===== src/rtl/dpram_rptr_empty_pkg.sv =====
// rtl/dpram_rptr_empty_pkg.sv - default geometry and Gray helper for dpram_rptr_empty
package dpram_rptr_empty_pkg;

  localparam int DEFAULT_DATA_SIZE = 8;
  localparam int DEFAULT_ADD_SIZE  = 3;

  // Binary to reflected Gray; callers truncate to their pointer width.
  function automatic logic [31:0] bin2gray(input logic [31:0] bin);
    return (bin >> 1) ^ bin;
  endfunction

endpackage


===== src/rtl/sync_r2w.sv =====
// rtl/sync_r2w.sv - two-flop pointer synchronizer chain
module sync_r2w #(
  parameter int WIDTH = 4
) (
  input  logic             rd_clk,
  input  logic             rd_rst,
  input  logic [WIDTH-1:0] ptr_i,
  output logic [WIDTH-1:0] ptr_o
);

  logic [WIDTH-1:0] meta_q;
  logic [WIDTH-1:0] sync_q;

  // Two register stages; both clear on reset so the far side starts at pointer 0.
  always_ff @(posedge rd_clk) begin
    if (!rd_rst) begin
      meta_q <= '0;
      sync_q <= '0;
    end else begin
      meta_q <= ptr_i;
      sync_q <= meta_q;
    end
  end

  assign ptr_o = sync_q;

endmodule


===== src/rtl/dpram_rptr_empty.sv =====
// rtl/dpram_rptr_empty.sv - single-clock FIFO with Gray pointers and synchronized flags (optional DPRAM_RPTR_EMPTY_WARN_EN)
module dpram_rptr_empty
  import dpram_rptr_empty_pkg::*;
#(
  parameter int DATA_SIZE = DEFAULT_DATA_SIZE,
  parameter int ADD_SIZE  = DEFAULT_ADD_SIZE
) (
  input  logic                 rd_clk,
  input  logic                 rd_rst,
  input  logic                 wr_en,
  input  logic [DATA_SIZE-1:0] di,
  input  logic                 rd_en,
  output logic [DATA_SIZE-1:0] dout,
  output logic                 full,
  output logic                 empty,
  output logic [ADD_SIZE:0]    rd_ptr,
  output logic [ADD_SIZE:0]    rd_ptr_sync
);

  // Pointer width includes one wrap bit above the address; ADD_SIZE must be >= 2.
  localparam int PW    = ADD_SIZE + 1;
  localparam int DEPTH = 1 << ADD_SIZE;

  logic [DATA_SIZE-1:0] mem [DEPTH];

  logic [PW-1:0]        wbin_q, wbin_d, rbin_q, rbin_d;
  logic [PW-1:0]        wgray_q, wgray_d, rgray_q, rgray_d;
  logic [PW-1:0]        wr_ptr_s, rd_ptr_s;
  logic [DATA_SIZE-1:0] dout_q, dout_d;
  logic                 full_q, full_d, empty_q, empty_d;
  logic                 wr_acc, rd_acc;

  // Acceptance, next pointers and next flags; flags compare against the delayed far-side pointer.
  always_comb begin
    wr_acc  = wr_en && !full_q;
    rd_acc  = rd_en && !empty_q;
    wbin_d  = wbin_q + PW'(wr_acc);
    rbin_d  = rbin_q + PW'(rd_acc);
    wgray_d = PW'(bin2gray(32'(wbin_d)));
    rgray_d = PW'(bin2gray(32'(rbin_d)));
    dout_d  = rd_acc ? mem[rbin_q[ADD_SIZE-1:0]] : dout_q;
    empty_d = (rgray_d == wr_ptr_s);
    full_d  = (wgray_d == {~rd_ptr_s[PW-1:PW-2], rd_ptr_s[PW-3:0]});
  end

  // Pointer, data and flag registers.
  always_ff @(posedge rd_clk) begin
    if (!rd_rst) begin
      wbin_q  <= '0;
      rbin_q  <= '0;
      wgray_q <= '0;
      rgray_q <= '0;
      dout_q  <= '0;
      full_q  <= 1'b0;
      empty_q <= 1'b1;
    end else begin
      wbin_q  <= wbin_d;
      rbin_q  <= rbin_d;
      wgray_q <= wgray_d;
      rgray_q <= rgray_d;
      dout_q  <= dout_d;
      full_q  <= full_d;
      empty_q <= empty_d;
    end
  end

  // Storage array; contents survive reset, writes are blocked during the reset cycle.
  always_ff @(posedge rd_clk) begin
    if (rd_rst && wr_acc) begin
      mem[wbin_q[ADD_SIZE-1:0]] <= di;
    end
  end

  sync_r2w #(.WIDTH(PW)) u_sync_wptr (
    .rd_clk (rd_clk),
    .rd_rst (rd_rst),
    .ptr_i  (wgray_q),
    .ptr_o  (wr_ptr_s)
  );

  sync_r2w #(.WIDTH(PW)) u_sync_rptr (
    .rd_clk (rd_clk),
    .rd_rst (rd_rst),
    .ptr_i  (rgray_q),
    .ptr_o  (rd_ptr_s)
  );

  assign dout        = dout_q;
  assign full        = full_q;
  assign empty       = empty_q;
  assign rd_ptr      = rgray_q;
  assign rd_ptr_sync = rd_ptr_s;

`ifdef DPRAM_RPTR_EMPTY_WARN_EN
  // Simulation-only notice when a request is dropped because of a flag.
  always @(posedge rd_clk) begin
    if (wr_en && full_q) $display("%m: warning: write while full ignored at %0t", $time);
    if (rd_en && empty_q) $display("%m: warning: read while empty ignored at %0t", $time);
  end
`endif

endmodule


===== config.mk =====
export PLATFORM = sky130hd
export DESIGN_NAME = dpram_rptr_empty
export DESIGN_NICKNAME = d
export VERILOG_FILES = /design/src/rtl/dpram_rptr_empty_pkg.sv /design/src/rtl/sync_r2w.sv /design/src/rtl/dpram_rptr_empty.sv
export SDC_FILE = /design/constraint.sdc
export NUM_CORES = 1
export LEC_CHECK = 0
export ABC_AREA = 0
export BUFFER_PORTS_ARGS = -buffer_cell sky130_fd_sc_hd__buf_4
export CAP_MARGIN = 20
export CORE_MARGIN = 4
export CORE_UTILIZATION = 60
export DETAILED_ROUTE_END_ITERATION = 7
export PLACE_DENSITY = 0.89
export SLEW_MARGIN = 30
export SYNTH_ARGS = -nofsm -noshare
export SYNTH_HDL_FRONTEND = slang
export SYNTH_HIERARCHICAL = 1
export SYNTH_SLANG_ARGS = --single-unit

===== constraint.sdc =====
create_clock -name rd_clk -period 5.9 [get_ports rd_clk]
set_input_delay 0.59 -clock rd_clk [delete_from_list [all_inputs] [get_ports rd_clk]]
set_output_delay 0.59 -clock rd_clk [all_outputs]
set_load 0.02 [all_outputs]

==> results by stage <==
Status:
- The flow ran to the end, and the final reports show no timing, DRC or antenna violations.

Clock tree:
- The buffer depth of the longest clock path is 2.
- Counting the buffers created by CTS gives 9.
- Clock latency on the worst-skew pair, taken at its later pin, is 0.37 ns.
- CTS built an H-tree with a depth of 3.
- The number of setup buffers added after CTS is 0.
- The clock tree from TritonCTS is built.
- The count of cells resized by post-cts repair is 0.
- The number of buffers inserted by hold repair at cts is 0.
- In this run the clock root is driven by a sky130_fd_sc_hd__clkbuf_8.
- The clock sink count is 104.
- The clock edge transition at the registers on the reported setup and hold paths is 0.10 ns.

Synth:
- The Yosys step of the flow raised 6 warnings.
- Of the total synthesized cell area, the portion taken by AND, OR, NAND and NOR gates is 0.0884.
- The fraction of the mapped netlist area in compound gates came to 0.0352.
- The mapped netlist covers 0.00402 sq mm.
- The register bit count reported by yosys is 104.
- After synthesis, the share of flip-flops with an asynchronous set or reset is 0.
- The synthesized netlist cell count is 255.
- The number of flops mapped to enable cells by yosys is 64.
- The main combinational cell family by area after synthesis is multiplexers.
- Of the post-synthesis cell area, the part taken by muxes is 0.115.
- The adder-cell share of the synthesized area is 0.0125.
- The post-synthesis cell type count is 36.
- The average instance area after synthesis is 15.8 sq um.
- Of the total synthesized cell area, the portion taken by XOR and XNOR cells is 0.0514.
- The synthesized net count is 271.
- For this run, the leading register cell type out of synthesis is sky130_fd_sc_hd__edfxtp_1.
- The sequential area share after synthesis is 0.677.

Die:
- The number of placed I/O pins is 30.
- The area of the core is 0.00642 sq mm.
- In this run the horizontal extent of the chip is 89.8 um.
- The area enclosed by the die boundary is 0.00807 sq mm.
- The initial standard-cell utilization of the core is 0.626.
- The floorplan has 29 rows.
- From bottom edge to top edge, the die measures 89.8 um.

STA:
- Clock skew on the completed layout was measured at 0.0133 ns.
- Setup repair after global routing left no endpoint under its margin.
- The total count of max-transition violations in the final report is 0.
- The transition time at the pin with the least slew margin is 0.917 ns.
- The final hold violation count is 0.
- The final worst-path cycle share is 0.410.
- The final-report setup violation count is 0.
- The final worst hold slack is 0.437 ns.
- Based on the critical path, the design can be clocked at up to 0.414 GHz.
- Measured against its own limit, the worst slew margin works out to 0.386.
- After routing, the total negative slack on setup checks comes to 0 ns.
- The final critical-path required period is 2.42 ns.

Drt:
- In the final routed layout, each cell accounts on average for 19.5 um.
- The via count is 2101.
- Detailed routing placed a total of 413 um of wire on met3.
- The detailed router used layers up to and including met4.
- The count of TritonRoute iterations in the first routing pass is 4.
- The final layout contains routed wiring with a total length of 7120 um.
- The detailed-route vias per instance is 5.74.
- After the first detailed-routing iteration, the DRC count stood at 156.
- The detailed router put a total of 3060 um of wire on met1.
- The number of nets with antenna violations after detailed routing is 0.
- Wire segments on met2 add up to 3500 um in the final route.
- For this run, design rule violations remaining after detail routing come to 0.

Global routing:
- Entering global routing, the biggest net connects 45 pins.
- The number of antenna violations at the first check in global routing is 0.
- The first global-routing pass estimated 11300 um of wire.
- The global-route congestion overflow total is 0.
- In the global route stage, overall resource usage came out at 0.187.
- The number of global-route vias before repair was 2167.

Setup path:
- The maximum cell stage delay along the critical path is 0.57 ns.
- In this design, the largest share of critical-path delay is due to simple AND/OR/NAND/NOR gates.
- The category of the worst setup path launch point is a register.
- The path depth of the worst reg2reg path is 6.
- The endpoint identified for the worst register-to-register timing path is empty.
- The critical path data required time is 6.19 ns.
- Across all register-to-register paths, the minimum setup slack is 3.48 ns.
- The start-to-end type of the worst setup path is reg2reg.
- The worst setup path is captured at a register.
- The critical-path cell with the highest stage delay is sky130_fd_sc_hd__nor2b_2.
- Data arrives at the worst endpoint at 2.70 ns.
- The critical-path maximum fanout is 18.
- The critical path launch point is empty.
- Walking the worst path, the cells encountered are nor2b_2 -> ha_1 -> nand3_2 -> mux4_2 -> a22o_1 -> a31oi_1.
- The startpoint identified for the worst register-to-register timing path is empty.
- Counting both buffers and inverters, the worst setup path holds a total of 0.

Final layout:
- Of the cells placed in the final design, the portion with a size suffix greater than 1 is 0.232.
- The library cell used most frequently in the layout, excluding fill and tap cells, is sky130_fd_sc_hd__edfxtp_1.
- The antenna diode instance count is 0.
- The area growth from synthesis to layout is 11.0%.
- The number of fill cells is 404.
- The library cells used most frequently in the layout, excluding fill and tap cells, are 64 x sky130_fd_sc_hd__edfxtp_1, 39 x sky130_fd_sc_hd__dfxtp_1, 32 x sky130_fd_sc_hd__buf_4.
- The final-stage net count is 300.

Place:
- The final RePlAce weighted congestion is 0.710.
- Buffers placed on the I/O ports in this run total 29.
- Detailed placement ended at an HPWL of 4450 um.

Hold path:
- The hold path depth is 1.
- For hold timing, the worst endpoint is u_sync_wptr/ptr_o[1].
- The path class of the lowest-slack min-delay path is reg2reg.
- The worst min-delay path startpoint is u_sync_wptr/meta_q[1].

Power and ir drop:
- The peak ir drop on the vdd network is 160 uV.
- The share of total power dissipated in sequential elements is 0.624.
- The share of total power dissipated in the clock network is 0.312.
- The total power divided by cell area is 288 mW/mm^2.
- The fraction of power consumed by combinational cells is 0.064.
- The power spent charging and discharging nets is 299 uW.
- Of the total power, the share spent switching nets is 0.233.
- The internal portion of the total power is 984 uW.
- The static leakage is 0.00158 uW.

Run:
- Max-cap violations in this run came to 0.
-- worst max-delay path by stage --
stage               depth (start not counted)  endpoint  slack [ns]
floorplan                                   7     empty        3.46
global placement                            7     empty        2.94
detailed placement                          7     empty        3.17
CTS                                         6     empty        3.48
global route                                6     empty        3.32
finish                                      6     empty        3.48
-- worst register-to-register path, stage by stage, from the launching register on --
cell                      delay [ns]
sky130_fd_sc_hd__dfxtp_1        0.34
sky130_fd_sc_hd__nor2b_2        0.57
sky130_fd_sc_hd__ha_1           0.44
sky130_fd_sc_hd__nand3_2        0.14
sky130_fd_sc_hd__mux4_2         0.46
sky130_fd_sc_hd__a22o_1         0.24
sky130_fd_sc_hd__a31oi_1        0.15
-- synth_stat cells, types with 2 or more instances --
master                     number  area share
sky130_fd_sc_hd__nor2b_1        4      0.0062
sky130_fd_sc_hd__ha_1           4       0.012
sky130_fd_sc_hd__edfxtp_1      64        0.48
sky130_fd_sc_hd__nand2_1        4      0.0037
sky130_fd_sc_hd__clkbuf_1       6      0.0056
sky130_fd_sc_hd__dfxtp_1       40        0.20
sky130_fd_sc_hd__nand3_1        4      0.0050
sky130_fd_sc_hd__mux4_2        17       0.095
sky130_fd_sc_hd__buf_2          4      0.0050
sky130_fd_sc_hd__xor2_1         9       0.020
sky130_fd_sc_hd__o21ai_0        8       0.010
sky130_fd_sc_hd__buf_4          3      0.0056
sky130_fd_sc_hd__a21oi_1        9       0.011
sky130_fd_sc_hd__mux2i_1        8       0.020
sky130_fd_sc_hd__and2_1        28       0.044
sky130_fd_sc_hd__nor2_1         6      0.0056
sky130_fd_sc_hd__nand2b_1       3      0.0047
sky130_fd_sc_hd__xnor2_1       12       0.026
sky130_fd_sc_hd__nor3_1         3      0.0037
sky130_fd_sc_hd__a31oi_1        2      0.0031
sky130_fd_sc_hd__and3_1         2      0.0031
-- power by group through the flow --
stage | sequential (uW) | clock [uW] | combinational [uW]
6_report | 800 | 400 | 82.5
5_1_grt | 803 | 436 | 90.3
4_1_cts | 800 | 407 | 83.5
3_5_place_dp | 817 | 0 | 82.3
3_3_place_gp | 816 | 0 | 79.1
2_1_floorplan | 819 | 0 | 45.4
-- flip-flops by register name, summed over array words and instances (netlist names), 4 cells and up --
signal,flops
mem,64
dout,8
rbin_q,4
u_sync_rptr/meta_q,4
u_sync_rptr/ptr_o,4
u_sync_wptr/meta_q,4
u_sync_wptr/ptr_o,4
wbin_q,4
-- area by class of cell --
type	instances	area, sq um	area share
inverters	1	3.75	0.000842
clock inverters	7	52.6	0.0118
multi-input cells	136	1220	0.273
repair buffers	32	240	0.0539
clock buffers	9	124	0.0278
flip-flops and latches	104	2720	0.611
well taps	77	96.3	0.0216
-- through the flow --
step / instances / power [uW] / setup slack [ns] / util / cell area [sq um]
floorplan: 255 / 865 / 3.46 / - / 4020
global placement: 350 / 895 / 2.94 / 0.666 / 4280
detailed placement: 350 / 899 / 3.17 / 0.667 / 4280
CTS: 366 / 1290 / 3.48 / 0.694 / 4460
global route: 366 / 1330 / 3.32 / 0.694 / 4460
finish: 366 / 1280 / 3.48 / 0.694 / 4460
-- logic make-up after synthesis --
logic type,count (synthesis)
flops,104
simple gates,61
mux,25
compound gates,24
xor+xnor,22
buf+inv,15
fa+ha+maj,4
-- layer usage --
| layer | GRT usage | vias to the layer above |
|---|---|---|
| met3 | 0.0442 | 15 |
| met1 | 0.245 | 1030 |
| met5 | 0 | - |
| met2 | 0.296 | 61 |
| met4 | 0.0868 | 0 |
| li1 | - | 995 |
No activity file was read; power rests on OpenSTA's default activity.
